## config.mk

```make
export PLATFORM = sky130hd
export DESIGN_NAME = pwm_fade_flat
export DESIGN_NICKNAME = d
export VERILOG_FILES = /design/src/rtl/pwm_fade_if.sv /design/src/rtl/pwm_fade.sv /design/src/flat_wrapper.sv
export SDC_FILE = /design/constraint.sdc
export NUM_CORES = 1
export LEC_CHECK = 0
export CORE_ASPECT_RATIO = 1.1
export CORE_MARGIN = 3
export CORE_UTILIZATION = 31
export DETAILED_ROUTE_END_ITERATION = 10
export HOLD_SLACK_MARGIN = 0.02
export PLACE_DENSITY = 0.61
export SYNTH_ARGS = -nofsm -noshare
export SYNTH_HDL_FRONTEND = slang
export SYNTH_SLANG_ARGS = --single-unit
```

## constraint.sdc

```tcl
create_clock -name clock -period 4.9 [get_ports clock]
set_input_delay 1.47 -clock clock [delete_from_list [all_inputs] [get_ports clock]]
set_output_delay 1.47 -clock clock [all_outputs]
set_load 0.03 [all_outputs]
```

## src/rtl/pwm_fade_if.sv

```systemverilog
// Fade command channel: target, step and hold offered on a valid/ready handshake.
// Latency: none (bundle of wires only).
// Backpressure: the sequencer holds cmd_ready low while a command is in progress.
interface pwm_fade_if #(
    parameter int HOLD_BITS = 8
);
    logic                 cmd_valid;
    logic                 cmd_ready;
    logic [15:0]          cmd_target;
    logic [15:0]          cmd_step;
    logic [HOLD_BITS-1:0] cmd_hold;

    // Command source drives the payload and valid.
    modport master (
        output cmd_valid,
        output cmd_target,
        output cmd_step,
        output cmd_hold,
        input  cmd_ready
    );

    // The sequencer consumes commands and drives ready.
    modport slave (
        input  cmd_valid,
        input  cmd_target,
        input  cmd_step,
        input  cmd_hold,
        output cmd_ready
    );
endinterface

```

## src/rtl/pwm_fade.sv

```systemverilog
// Duty sequencer: ramps the PWM duty word toward a target one step per period, then holds.
// Latency: duty changes on the clock after a frame_tick; done is the clock after the final tick.
// Backpressure: cmd_ready is high only in IDLE; commands offered while busy wait.
module pwm_fade #(
    parameter int PERIOD_BITS = 16,
    parameter int HOLD_BITS   = 8
) (
    input  logic        clock,
    input  logic        reset,
    pwm_fade_if.slave   cmd,
    input  logic        abort,
    output logic [15:0] duty,
    output logic        frame_tick,
    output logic        busy,
    output logic        done
);

    typedef enum logic [1:0] {
        S_IDLE = 2'd0,
        S_RAMP = 2'd1,
        S_HOLD = 2'd2
    } state_t;

    state_t                 state_q,     state_d;
    logic [PERIOD_BITS-1:0] frame_cnt_q, frame_cnt_d;
    logic [15:0]            duty_q,      duty_d;
    logic [15:0]            tgt_q,       tgt_d;
    logic [15:0]            step_q,      step_d;
    logic [HOLD_BITS-1:0]   hold_q,      hold_d;
    logic [HOLD_BITS-1:0]   hold_cnt_q,  hold_cnt_d;
    logic                   done_q,      done_d;

    logic                   ramp_up;
    logic [16:0]            diff;
    logic                   arrive;

    // Distance to target is taken at 17 bits so a full-scale swing never wraps.
    assign ramp_up = tgt_q > duty_q;
    assign diff    = ramp_up ? ({1'b0, tgt_q} - {1'b0, duty_q})
                             : ({1'b0, duty_q} - {1'b0, tgt_q});
    assign arrive  = (step_q == 16'd0) || (diff <= {1'b0, step_q});

    assign frame_tick    = (frame_cnt_q == '1);
    assign cmd.cmd_ready = (state_q == S_IDLE);
    assign busy          = (state_q != S_IDLE);
    assign duty          = duty_q;
    assign done          = done_q;

    // Next-state logic: duty only moves on a tick, abort wins over any tick-time update.
    always_comb begin
        state_d     = state_q;
        frame_cnt_d = frame_cnt_q + PERIOD_BITS'(1);
        duty_d      = duty_q;
        tgt_d       = tgt_q;
        step_d      = step_q;
        hold_d      = hold_q;
        hold_cnt_d  = hold_cnt_q;
        done_d      = 1'b0;

        case (state_q)
            S_IDLE: begin
                if (cmd.cmd_valid) begin
                    tgt_d   = cmd.cmd_target;
                    step_d  = cmd.cmd_step;
                    hold_d  = cmd.cmd_hold;
                    state_d = S_RAMP;
                end
            end
            S_RAMP: begin
                if (abort) begin
                    state_d = S_IDLE;
                end else if (frame_tick) begin
                    if (arrive) begin
                        duty_d = tgt_q;
                        if (hold_q == '0) begin
                            state_d = S_IDLE;
                            done_d  = 1'b1;
                        end else begin
                            hold_cnt_d = hold_q;
                            state_d    = S_HOLD;
                        end
                    end else if (ramp_up) begin
                        duty_d = duty_q + step_q;
                    end else begin
                        duty_d = duty_q - step_q;
                    end
                end
            end
            S_HOLD: begin
                if (abort) begin
                    state_d = S_IDLE;
                end else if (frame_tick) begin
                    hold_cnt_d = hold_cnt_q - HOLD_BITS'(1);
                    if (hold_cnt_q == HOLD_BITS'(1)) begin
                        state_d = S_IDLE;
                        done_d  = 1'b1;
                    end
                end
            end
            default: begin
                state_d = S_IDLE;
            end
        endcase
    end

    // State registers with synchronous reset; reset also realigns the period counter.
    always_ff @(posedge clock) begin
        if (reset) begin
            state_q     <= S_IDLE;
            frame_cnt_q <= '0;
            duty_q      <= '0;
            tgt_q       <= '0;
            step_q      <= '0;
            hold_q      <= '0;
            hold_cnt_q  <= '0;
            done_q      <= 1'b0;
        end else begin
            state_q     <= state_d;
            frame_cnt_q <= frame_cnt_d;
            duty_q      <= duty_d;
            tgt_q       <= tgt_d;
            step_q      <= step_d;
            hold_q      <= hold_d;
            hold_cnt_q  <= hold_cnt_d;
            done_q      <= done_d;
        end
    end

endmodule
```

## src/flat_wrapper.sv

```systemverilog
// flat-port wrapper written by rule: the top's interface ports become plain ports
module pwm_fade_flat 
#(
    parameter int PERIOD_BITS = 16,
    parameter int HOLD_BITS   = 8
)
  (clock, reset, abort, duty, frame_tick, busy, done, cmd_cmd_valid, cmd_cmd_target, cmd_cmd_step, cmd_cmd_hold, cmd_cmd_ready);
  pwm_fade_if #(.HOLD_BITS(HOLD_BITS)) cmd_i ();
  input  logic clock;
  input  logic reset;
  input  logic abort;
  output logic [15:0] duty;
  output logic frame_tick;
  output logic busy;
  output logic done;
  input wire logic [$bits(cmd_i.cmd_valid)-1:0] cmd_cmd_valid;
  input wire logic [$bits(cmd_i.cmd_target)-1:0] cmd_cmd_target;
  input wire logic [$bits(cmd_i.cmd_step)-1:0] cmd_cmd_step;
  input wire logic [$bits(cmd_i.cmd_hold)-1:0] cmd_cmd_hold;
  output wire logic [$bits(cmd_i.cmd_ready)-1:0] cmd_cmd_ready;
  assign cmd_i.cmd_valid = cmd_cmd_valid;
  assign cmd_i.cmd_target = cmd_cmd_target;
  assign cmd_i.cmd_step = cmd_cmd_step;
  assign cmd_i.cmd_hold = cmd_cmd_hold;
  assign cmd_cmd_ready = cmd_i.cmd_ready;
  pwm_fade #(.PERIOD_BITS(PERIOD_BITS), .HOLD_BITS(HOLD_BITS)) u_core (.clock(clock), .reset(reset), .cmd(cmd_i), .abort(abort), .duty(duty), .frame_tick(frame_tick), .busy(busy), .done(done));
endmodule
```

After elaboration in Yosys (flattened, before gate mapping) --
Cells that the tools add are included.
Storage, ports and cells: flip-flop bits (word level) 83, bits of input ports 44, output and inout bits 20, logic and storage cells 69
Cells by class: add/sub/neg operators 6, $lt $le $gt $ge 2, eq/ne operators 15, mux-type cells 27, bitwise operators 1, reductions and logical operators 10
Operators with widths (number):
- 8-bit 2-to-1 mux | 6
- 16-bit by 16-bit subtractor with 17-bit output | 2
- 16-bit 2-to-1 mux | 2
- 17-bit by 16-bit less-or-equal comparator with 1-bit output | 1
- 17-bit 2-to-1 mux | 1
- 16-bit by 1-bit adder with 16-bit output, second input constant | 1
- 16-bit adder | 1
- 16-bit == test, second input constant | 1
- 16-bit greater-than comparator | 1
- 16-bit zero test | 1
- 2-bit 2-to-1 mux | 8
- 8-bit case mux with 2 select lines | 1
- 16-bit subtractor | 1
- 2-bit inequality test, second input constant | 6
- 8-bit by 1-bit == test with 1-bit output, second input constant | 1
- 8-bit zero test | 1
- 8-bit by 1-bit subtractor with 8-bit output, second input constant | 1
- 1-bit 2-to-1 mux | 7
- 7-bit AND reduction | 1
- 3-bit by 2-bit inequality test with 1-bit output, second input constant | 2
- 3-bit inequality test, second input constant | 2
- 2-bit case mux with 3 select lines | 1
- 5-bit AND reduction | 1
- 2-bit nonzero test | 2
- 9 further kinds | 9

Logic depth before layout (Yosys ltp) --
Gate-level depths: netlist of run 1.
depth in word-level cells 8, depth in mapped cells 25, mapped depth without buffers 23

Worst setup path after synthesis of run 1 --
Ideal clock, no wire load.
kind register to register, from register u_core.duty_q[1] (netlist: u_core.duty[1]), to register u_core.duty_q[15] (netlist: u_core.duty[15]), library setup time 0.073 ns, data arrival time 4.994 ns, data required time 4.827 ns, path slack -0.167 ns, stages on the path, launching flop included 23, buffers on the path 1, period minus slack after synthesis 5.067 ns, path through dfxtp_1 > inv_1 > ha_1 > nor2b_1 > o211ai_1 > a2111o_1 > o211a_2 > nor2_8 > mux2_2 > o21ai_0 > a21oi_1 > xor2_1 > ha_1 > a21oi_1 > nor2b_1 > a2111oi_0 > o221ai_1 > nand2_1 > o211ai_2 > and3_1 > buf_6 > or4_4 > o211ai_2
Between the ends: longest elaborated chain between the ends 5, elaborated cells on any way between the ends 10, classes of those cells add/sub: 4; order compare: 2; mux: 3; reduce/logical: 1
RTL lines:
- from (decl) | RTL line pwm_fade.sv:26 | logic [15:0] duty_q, duty_d;
- from (signal assigned) | RTL line pwm_fade.sv:120 | duty_q <= duty_d;
- 16-bit by 16-bit subtractor with 17-bit output (tied with other cells) | RTL line pwm_fade.sv:40 | : ({1'b0, duty_q} - {1'b0, tgt_q});
- 17-bit 2-to-1 mux | RTL line pwm_fade.sv:39 | assign diff = ramp_up ? ({1'b0, tgt_q} - {1'b0, duty_q})
- 17-bit by 16-bit less-or-equal comparator with 1-bit output | RTL line pwm_fade.sv:41 | assign arrive = (step_q == 16'd0) || (diff <= {1'b0, step_q});
- 1-bit logical OR | RTL line pwm_fade.sv:41
- 16-bit 2-to-1 mux * | RTL line pwm_fade.sv:73 | if (arrive) begin
Every way passes the cells marked *; elsewhere a longest branch is shown, timed or not. A chain may end at the register's enable or synchronous reset.

Worst setup path after layout of run 1 --
from register u_core.tgt_q[0], to register u_core.duty_q[7] (netlist: u_core.duty[7])
Between the ends: longest elaborated chain between the ends 5, elaborated cells on any way between the ends 8, classes of those cells add/sub: 2; order compare: 2; mux: 3; reduce/logical: 1
RTL lines:
- from (decl) | RTL line pwm_fade.sv:27 | logic [15:0] tgt_q, tgt_d;
- from (signal assigned) | RTL line pwm_fade.sv:121 | tgt_q <= tgt_d;
- 16-bit by 16-bit subtractor with 17-bit output (tied with other cells) | RTL line pwm_fade.sv:40
- 17-bit 2-to-1 mux | RTL line pwm_fade.sv:39
- 17-bit by 16-bit less-or-equal comparator with 1-bit output | RTL line pwm_fade.sv:41
- 1-bit logical OR | RTL line pwm_fade.sv:41
- 16-bit 2-to-1 mux * | RTL line pwm_fade.sv:73
Marks and branches as above.

==> results.cfg, run 1 <==
[status]
status = completed

[place]
placedInstanceArea_um2 = 8130
hpwlAfterDp_um = 15600
portBuffers = 63
place.detailed.instances = 1274
global_placement_routability_congestion = 0.897

[die]
die_y_um = 160
floorplan.rows = 55
start_util_pct = 31.9
io-pin-count = 64
core_region_area_um2 = 20900
die-area_um2 = 23300
chipWidth_um = 146

[detailed_routing]
route.met3.wl_um = 907
drc = 0
first_iter_violations = 409
avgRoutedWirePerCell_um = 15.8
drt-total-wl_um = 20500
detailroute.via_count = 6655
highest-signal-layer = met4
ant_nets = 0
route.met2.wl_um = 9740
drt_first_pass_iters = 5
vias_per_cell = 5.14
met1Wirelength_um = 9340

[power]
internal_portion_of_total_power_mw = 1.82
p_per_area_nw_per_um2 = 330
netSwitchingPower_mw = 1.08
cellLeakagePower_nw = 3.64
power.switching_fraction_pct = 37.3
vdd_drop_max_mv = 0.172
comb_power_share_pct = 51.4
power.sequential.fraction_pct = 25.0
pwr-share-clk_pct = 23.5

[timing]
final.setup_skew_ns = 0.00671
post-route-min-period_ns = 4.82
min_period_over_period_pct = 98.3
max_slew.worst_pin.slew_ns = 0.947
setup_repair_after_global_routing_missed_its_margin = true
slew_headroom_pct = 36.7
whs_ns = 0.445
max_freq_mhz = 208
hold_viol_final = 0
finalSetupViolations = 0
timing.final.max_slew_violations = 0

[synthesis]
yosys_reg_bits = 83
syn_inst = 880
postSynthNetCount = 997
syn-cell-area_um2 = 6660
most_used_flip_flop_cell_after_synthesis = dfxtp_1
ys_warn_count = 0
yosysSeqAreaShare_pct = 25.0
async_flop_share_pct = 0
syn_area_per_cell_um2 = 7.56
synth_edf_count = 0
netlist-cell-type-count = 66

[setup_path]
crit_path_top_delay_cell = fa_1
cpPeakStageDelay_ns = 0.40
worst-endpoint-required_ns = 5.16
crit_family = simple AND/OR/NAND/NOR gates
minimum_setup_slack_among_reg_to_reg_paths_ns = 0.08
worst_setup_path_start_kind = flop
arrival_time_at_the_worst_endpoint_ns = 5.08
worst_r2r_endpoint = u_core.duty[7]
path_class = flop to flop
timing.critical_path.to_type = flop
r2r.worst_path.cells = 24
crit_chain = buf_4 > ha_1 > inv_1 > fa_1 > a21o_1 > a21o_1 > a211oi_1 > o21ai_0 > nand2_1 > a221oi_2 > o21ai_1 > nand2_1 > xnor2_1 > ha_1 > nand4_1 > or2_4 > nor4_4 > a21oi_1 > nand2_2 > o211ai_2 > and3_4 > buf_12 > or3_1 > a31oi_1
crit_path_max_fanout = 8
cp_num_buf_inv = 3
r2r_start = u_core.tgt_q[0]

[clock_tree]
cts_buffers = 9
clkLatencyLatePin_ns = 0.34
cts_num_sinks = 83
worst_setup_hold_path_clk_slew_ns = 0.06
tritoncts_clock_tree = yes
htreeDepth = 3
clock_tree.root_cell = clkbuf_16
max-clock-path-buffers = 2
ctsHoldBuffers = 0

[finish]
multiInputGateArea_um2 = 4840
antenna_cells = 0
layout_commonest_cell = nand2_1
commonest_cells_after_routing_fill_and_taps_aside = nand2_1 (126), buf_4 (92), a21oi_1 (83)
layout.area.seq_um2 = 1670
fillCellCount = 2084
final_layout_size_suffix_gt1_share_pct = 18.5
postLayoutCellArea_um2 = 8800
finalCoreUtilization_pct = 42.2
finish.cell_count_without_fillers = 1295
finish.net_count = 1124
areaGrowthSynthToFinish_pct = 32.2

[global_routing]
grt_overflow_total = 0
grt_first_pass_wirelength_um = 32300
grt_pass1_vias = 6383
globalRouteTotalUtil_pct = 16.9
antenna_violations_before_repair = 0
grt_max_degree = 75

[worst_hold_path]
hold_path_depth = 1
hold_path_end = u_core.frame_cnt_q[0]
hold_path_class = flop to flop
hold_start = u_core.frame_cnt_q[0]

[job]
maxCapViolCount = 0
==> power by group through the flow <==
stage	Clock [mW]	Sequential (mW)	Combinational, mW
6_report	0.683	0.727	1.50
5_1_grt	0.728	0.730	1.63
4_1_cts	0.702	0.726	1.37
3_5_place_dp	0	0.741	1.31
3_3_place_gp	0	0.740	1.30
2_1_floorplan	0	0.735	0.890
==> what timing repair did <==
item | in CTS | in global routing
resized for setup | 18 | 51
setup endpoints to repair | 27 | 27
pin swaps | 9 | 34
cloned | 0 | 1
setup buffers | 3 | 3
==> registers in the layout, indices dropped and copies added, names as in the netlist <==
| register | count |
|---|---|
| u_core.step_q | 16 |
| u_core.frame_cnt_q | 16 |
| u_core.duty | 16 |
| u_core.tgt_q | 16 |
| u_core.hold_cnt_q | 8 |
| u_core.done | 1 |
| u_core.state_q | 2 |
| u_core.hold_q | 8 |
==> routing by layer <==
metal | global-route usage [%] | vias to the layer above
met4 | 5.31 | 0
met2 | 28.6 | 171
met3 | 2.30 | 39
li1 | - | 3327
met5 | 0 | -
met1 | 22.2 | 3118
==> cell type report <==
type                       instances  area share, %
multi-input combinational        682           55.0
sequential                        83           19.0
clock buffer                      10           2.71
timing repair buffer             157           15.5
tap                              285           4.05
inverter                          74           3.18
clock inverter                     4          0.583
==> cells by family after synthesis <==
| group | share of synthesized area, % |
|---|---|
| and+or+nand+nor | 20.9 |
| AOI/OAI and AO/OA | 23.0 |
| buffers and inverters | 7.03 |
| DFF | 25.0 |
| adders and majority gates | 14.1 |
| xor gates and xnor gates | 6.97 |
| muxes | 3.06 |
==> worst max-delay path by stage <==
stage	endpoint	start	cells after the start	slack (ns)
4_1_cts	u_core.hold_cnt_q[4]	u_core.duty[1]	24	0.01
3_3_place_gp	u_core.duty[7]	u_core.tgt_q[0]	24	-0.21
2_1_floorplan	u_core.duty[15]	u_core.duty[5]	23	0.02
3_5_place_dp	u_core.duty[7]	u_core.tgt_q[0]	24	-0.28
5_1_grt	u_core.duty[7]	u_core.tgt_q[0]	24	-0.16
6_report	u_core.duty[7]	u_core.tgt_q[0]	24	0.08
==> cell usage after synthesis, drive strengths merged, types with 6 or more instances <==
cell      n  area share (%)
or3       7            0.66
a31oi    12             1.1
inv      74             4.2
and3     16             1.6
nor2b     8            0.75
o211ai    7            0.94
xor2     16             2.1
nor3     10            0.83
ha       70              13
nand3    30             2.5
and2      6            0.56
dfxtp    83              25
o31ai     6            0.68
a21o     22             2.5
a211oi    8            0.90
nand2b    7            0.66
nand2   127             7.2
o32ai     8             1.1
nor4      6            0.56
clkbuf   26             1.5
o21ai    38             2.9
a21oi    94             7.1
nand4    10            0.94
nor2     58             3.5
buf      15             1.4
mux2i    17             2.6
xnor2    37             4.9
==> through the flow <==
stage / setup slack [ns] / setup TNS, ns / power (mW)
after floorplan: 0.0155 / 0 / 1.62
after global placement: -0.211 / -2.69 / 2.04
final: 0.0844 / 0 / 2.91
after CTS: 0.0131 / 0 / 2.80
after global routing: -0.157 / -1.87 / 3.08
after detailed placement: -0.279 / -4.66 / 2.05
==> worst reg2reg max path, stage by stage (launching register included) <==
cell and delay [ns]:
dfxtp_1 0.34, buf_4 0.12, ha_1 0.16, inv_1 0.06
fa_1 0.40, a21o_1 0.18, a21o_1 0.20, a211oi_1 0.23
o21ai_0 0.16, nand2_1 0.15, a221oi_2 0.09, o21ai_1 0.25
nand2_1 0.10, xnor2_1 0.15, ha_1 0.32, nand4_1 0.12
or2_4 0.29, nor4_4 0.26, a21oi_1 0.07, nand2_2 0.11
o211ai_2 0.12, and3_4 0.22, buf_12 0.14, or3_1 0.34
a31oi_1 0.15
(Power assumes the default switching activity.)
==> run 2, diff against run 1 <==
--- a/config.mk
+++ b/config.mk
@@ -8,6 +8,7 @@
 export CORE_ASPECT_RATIO = 1.1
 export CORE_MARGIN = 3
 export CORE_UTILIZATION = 31
+export CTS_BUF_LIST = sky130_fd_sc_hd__clkbuf_4 sky130_fd_sc_hd__clkbuf_8
 export DETAILED_ROUTE_END_ITERATION = 10
 export HOLD_SLACK_MARGIN = 0.02
 export PLACE_DENSITY = 0.61
==> run 2 against run 1 <==
Effect of this change: worst hold slack better by 0.0072 ns; utilization down 0.57 points; total power down 6.7%; critical endpoint unchanged; largest cell class unchanged; largest power group unchanged.
==> results.cfg, run 2 (synthesis gave the netlist of run 1 again) <==
[die]
floorplan.rows = 55
die-area_um2 = 23300
core_region_area_um2 = 20900
die_y_um = 160
io-pin-count = 64
chipWidth_um = 146
start_util_pct = 31.9

[global_routing]
grt_pass1_vias = 6341
antenna_violations_before_repair = 0
grt_max_degree = 75
globalRouteTotalUtil_pct = 16.8
grt_overflow_total = 0
grt_first_pass_wirelength_um = 32100

[place]
hpwlAfterDp_um = 15600
portBuffers = 63
global_placement_routability_congestion = 0.897

[setup_path]
arrival_time_at_the_worst_endpoint_ns = 5.09
crit_family = compound AO/OA/AOI/OAI gates
worst-endpoint-required_ns = 5.20
path_class = flop to flop
cp_num_buf_inv = 4
worst_setup_path_start_kind = flop
timing.critical_path.to_type = flop
cpPeakStageDelay_ns = 0.37
crit_path_max_fanout = 8
crit_path_top_delay_cell = a2111oi_2
crit_chain = inv_1 > ha_1 > a21o_1 > a21oi_1 > nor2b_4 > o211a_4 > nor2_8 > buf_4 > buf_4 > a21oi_1 > a311oi_2 > xnor2_1 > ha_1 > a21o_1 > a2111oi_2 > o221ai_1 > nand2_2 > o211ai_2 > and3_4 > buf_12 > or3_1 > a31oi_1

[clock_tree]
cts_num_sinks = 83
clock_tree.root_cell = clkbuf_8
htreeDepth = 3
cts_buffers = 9
tritoncts_clock_tree = yes
max-clock-path-buffers = 2
worst_setup_hold_path_clk_slew_ns = 0.09
clkLatencyLatePin_ns = 0.38

[timing]
max_slew.worst_pin.slew_ns = 0.955
timing.final.max_slew_violations = 0
setup_repair_after_global_routing_missed_its_margin = true
finalSetupViolations = 0
final.setup_skew_ns = 0.0116
hold_viol_final = 0
whs_ns = 0.452
post-route-min-period_ns = 4.80
max_freq_mhz = 209
slew_headroom_pct = 36.2
min_period_over_period_pct = 97.9

[finish]
antenna_cells = 0
finalCoreUtilization_pct = 41.6
final_layout_size_suffix_gt1_share_pct = 18.2
commonest_cells_after_routing_fill_and_taps_aside = nand2_1 (126), buf_4 (93), a21oi_1 (85)
fillCellCount = 2094
areaGrowthSynthToFinish_pct = 30.5
layout_commonest_cell = nand2_1
finish.net_count = 1125

[job]
maxCapViolCount = 0

[detailed_routing]
avgRoutedWirePerCell_um = 15.7
drc = 0
ant_nets = 0
vias_per_cell = 5.14
first_iter_violations = 440
drt_first_pass_iters = 5
detailroute.via_count = 6663
drt-total-wl_um = 20300

[power]
cellLeakagePower_nw = 3.60
vdd_drop_max_mv = 0.137
p_per_area_nw_per_um2 = 312
finalPower_mw = 2.71

[status]
status = completed

[worst_hold_path]
hold_path_class = flop to flop
[run 2: changes by cell type in the layout (fill, tap and decap cells not counted), sizes merged]
cell  delta
buf      +1
[run 2: what timing repair did]
action                                  in CTS  in global routing
gates resized for setup                     17                 48
gates cloned                                 0                  1
hold buffers                                 0                  0
pin swaps                                   10                 31
endpoints found under the setup margin      27                 27
buffers inserted                             3                  4
[run 2: final cells by class]
class | instances | area (µm²) | area share (%)
clock inverter | 4 | 51.3 | 0.591
timing repair buffer | 158 | 1370 | 15.8
inverter | 74 | 280 | 3.23
tap | 285 | 357 | 4.11
clock buffer | 10 | 138 | 1.59
sequential | 83 | 1670 | 19.3
multi-input combinational | 682 | 4820 | 55.5
[run 2: power by group]
part | switching (mW) | internal (mW)
Sequential | 0.0257 | 0.701
Clock | 0.260 | 0.245
Combinational | 0.771 | 0.709
[run 2: stage by stage]
stage | cells | area, µm² | setup slack, ns | setup TNS, ns
after floorplan | 880 | 6670 | 0.0155 | 0
after global placement | 1274 | 8130 | -0.211 | -2.69
after detailed placement | 1274 | 8130 | -0.279 | -4.66
after CTS | 1291 | 8420 | 0.00331 | 0
after global routing | 1296 | 8680 | -0.182 | -2.44
final | 1296 | 8680 | 0.104 | 0
[run 2: final timing paths]
path         slack (ns)  cells past startpoint             startpoint               endpoint
max                0.10                     22        u_core.duty[13]         u_core.duty[7]
min                0.45                      1  u_core.frame_cnt_q[0]  u_core.frame_cnt_q[0]
min reg2reg        0.45                      1  u_core.frame_cnt_q[0]  u_core.frame_cnt_q[0]
max reg2reg        0.10                     22        u_core.duty[13]         u_core.duty[7]
[run 2: layer usage]
layer,GRT usage (%),vias to the layer above,part of all wire [%]
met5,0,-,0
met4,5.48,0,2.3
met3,2.30,42,4.7
met2,28.3,186,48
met1,22.2,3103,45
li1,-,3332,-
==> run 3, diff against run 2 <==
--- a/config.mk
+++ b/config.mk
@@ -11,6 +11,7 @@
 export CTS_BUF_LIST = sky130_fd_sc_hd__clkbuf_4 sky130_fd_sc_hd__clkbuf_8
 export DETAILED_ROUTE_END_ITERATION = 10
 export HOLD_SLACK_MARGIN = 0.02
+export MAX_ROUTING_LAYER = met4
 export PLACE_DENSITY = 0.61
 export SYNTH_ARGS = -nofsm -noshare
 export SYNTH_HDL_FRONTEND = slang
==> run 3 against run 2 <==
Effect of this change: fmax is 1.7% higher; critical path depth grew 2; register-to-register slack better by 0.08 ns; clock skew increased by 0.0084 ns; sequential power hardly changed; via count is 0.71% lower; wire length decreased by 0.68%; clock power down 5.5%; sequential share of layout area is 0.14 points higher; first-iteration DRC count grew 13%; highest routed layer unchanged.
==> results.cfg, run 3 (synthesis gave the netlist of run 1 again) <==
[place]
portBuffers = 63
place.detailed.instances = 1280
hpwlAfterDp_um = 15800
preCtsSetupSlack_ns = -0.356
global_placement_routability_congestion = 0.888

[detailed_routing]
ant_nets = 0
detailroute.via_count = 6616
drt-total-wl_um = 20200
drc = 0
vias_per_cell = 5.09
avgRoutedWirePerCell_um = 15.5
drt_first_pass_iters = 5
first_iter_violations = 497

[die]
die-area_um2 = 23300
io-pin-count = 64
start_util_pct = 31.9
chipWidth_um = 146
floorplan.rows = 55
core_region_area_um2 = 20900
die_y_um = 160

[timing]
timing.final.ws_setup_ns = 0.185
hold_viol_final = 0
slew_headroom_pct = 37.1
post-route-min-period_ns = 4.72
max_slew.worst_pin.slew_ns = 0.942
timing.final.max_slew_violations = 0
min_period_over_period_pct = 96.2
tns_ns = 0
finalSetupViolations = 0
max_freq_mhz = 212
final.setup_skew_ns = 0.0200

[global_routing]
grt_pass1_vias = 6473
grt_overflow_total = 0
grt_max_degree = 75
grt_first_pass_wirelength_um = 32300
antenna_violations_before_repair = 0
globalRouteTotalUtil_pct = 17.4

[status]
status = completed

[finish]
layout_commonest_cell = nand2_1
final_layout_size_suffix_gt1_share_pct = 17.8
areaGrowthSynthToFinish_pct = 29.5
commonest_cells_after_routing_fill_and_taps_aside = nand2_1 (125), buf_4 (95), a21oi_1 (89)
antenna_cells = 0
finish.net_count = 1128
finish.cell_count_without_fillers = 1301

[job]
maxCapViolCount = 0

[power]
cellLeakagePower_nw = 3.62
vdd_drop_max_mv = 0.180
p_per_area_nw_per_um2 = 309

[setup_path]
worstSetupStartpoint = u_core.tgt_q[0]
worst_setup_path_start_kind = flop
arrival_time_at_the_worst_endpoint_ns = 5.02
worst-endpoint-required_ns = 5.20
crit_path_max_fanout = 10
r2r_start = u_core.tgt_q[0]
path_class = flop to flop
r2r.worst_path.cells = 24
timing.critical_path.to_type = flop

[clock_tree]
clkLatencyLatePin_ns = 0.38
cts_buffers = 9
htreeDepth = 3
worst_setup_hold_path_clk_slew_ns = 0.09
clock_tree.root_cell = clkbuf_8
cts_num_sinks = 83
tritoncts_clock_tree = yes
max-clock-path-buffers = 2
ctsHoldBuffers = 0

[worst_hold_path]
hold_start = u_core.frame_cnt_q[0]
hold_path_class = flop to flop
hold_path_depth = 1
## run 3: cell type report
type / instances / area, µm²
fill: 2134 / 12200
multi-input combinational: 682 / 4750
sequential: 83 / 1670
timing repair buffer: 161 / 1380
tap: 285 / 357
inverter: 74 / 278
clock buffer: 10 / 138
clock inverter: 6 / 47.5
## run 3: what timing repair did
item | 4_1_cts | 5_1_grt
pin swaps | 5 | 25
gates cloned | 0 | 0
gates resized for setup | 13 | 40
setup endpoints to repair | 27 | 27
setup buffers | 0 | 5
## run 3: critical path, cell delays in order, from the launching register on
cell and delay, ns:
dfxtp_1 0.35, buf_4 0.12, ha_1 0.16, inv_1 0.06, fa_1 0.39, a21o_1 0.18
a21o_1 0.20, a211oi_2 0.26, o21ai_0 0.14, nand2_1 0.13, a221oi_2 0.09, o21ai_2 0.17
nand2_1 0.08, xnor2_1 0.14, ha_1 0.31, nand4_1 0.15, or2_4 0.28, nor4_2 0.29
a21oi_1 0.08, nand2_2 0.11, o211ai_2 0.12, and3_4 0.22, buf_12 0.14, or3_1 0.33
a31oi_1 0.15
## run 3: power breakdown
part           switching, mW  leakage, nW  internal (mW)
registers             0.0249        0.680          0.701
clock network          0.275       0.0933          0.202
logic                  0.759         2.84          0.704
total                   1.06         3.62           1.61
## run 3: layer usage
metal / routed length (µm) / global-route usage, % / up-vias
met1: 9270 / 22.1 / 3083
met2: 9600 / 29.0 / 164
li1: - / - / 3338
met5: 0 / - / -
met4: 394 / 4.71 / 0
met3: 904 / 2.53 / 31
## run 3: worst paths after layout
kind | slack (ns) | to
worst max-delay path | 0.18 | u_core.duty[2]
worst min-delay path | 0.44 | u_core.frame_cnt_q[0]
worst max register to register | 0.18 | u_core.duty[2]
worst min register to register | 0.44 | u_core.frame_cnt_q[0]
## run 3: per-stage QoR
stage          utilization [%]  hold slack [ns]  instance area [µm²]  total power [mW]
5_1_grt                   41.3            0.490                 8620              2.85
2_1_floorplan                -            0.413                 6670              1.62
4_1_cts                   40.4            0.446                 8420              2.60
6_report                  41.3            0.444                 8620              2.66
3_5_place_dp              39.2            0.431                 8180              2.06
3_3_place_gp              39.2            0.430                 8180              2.06
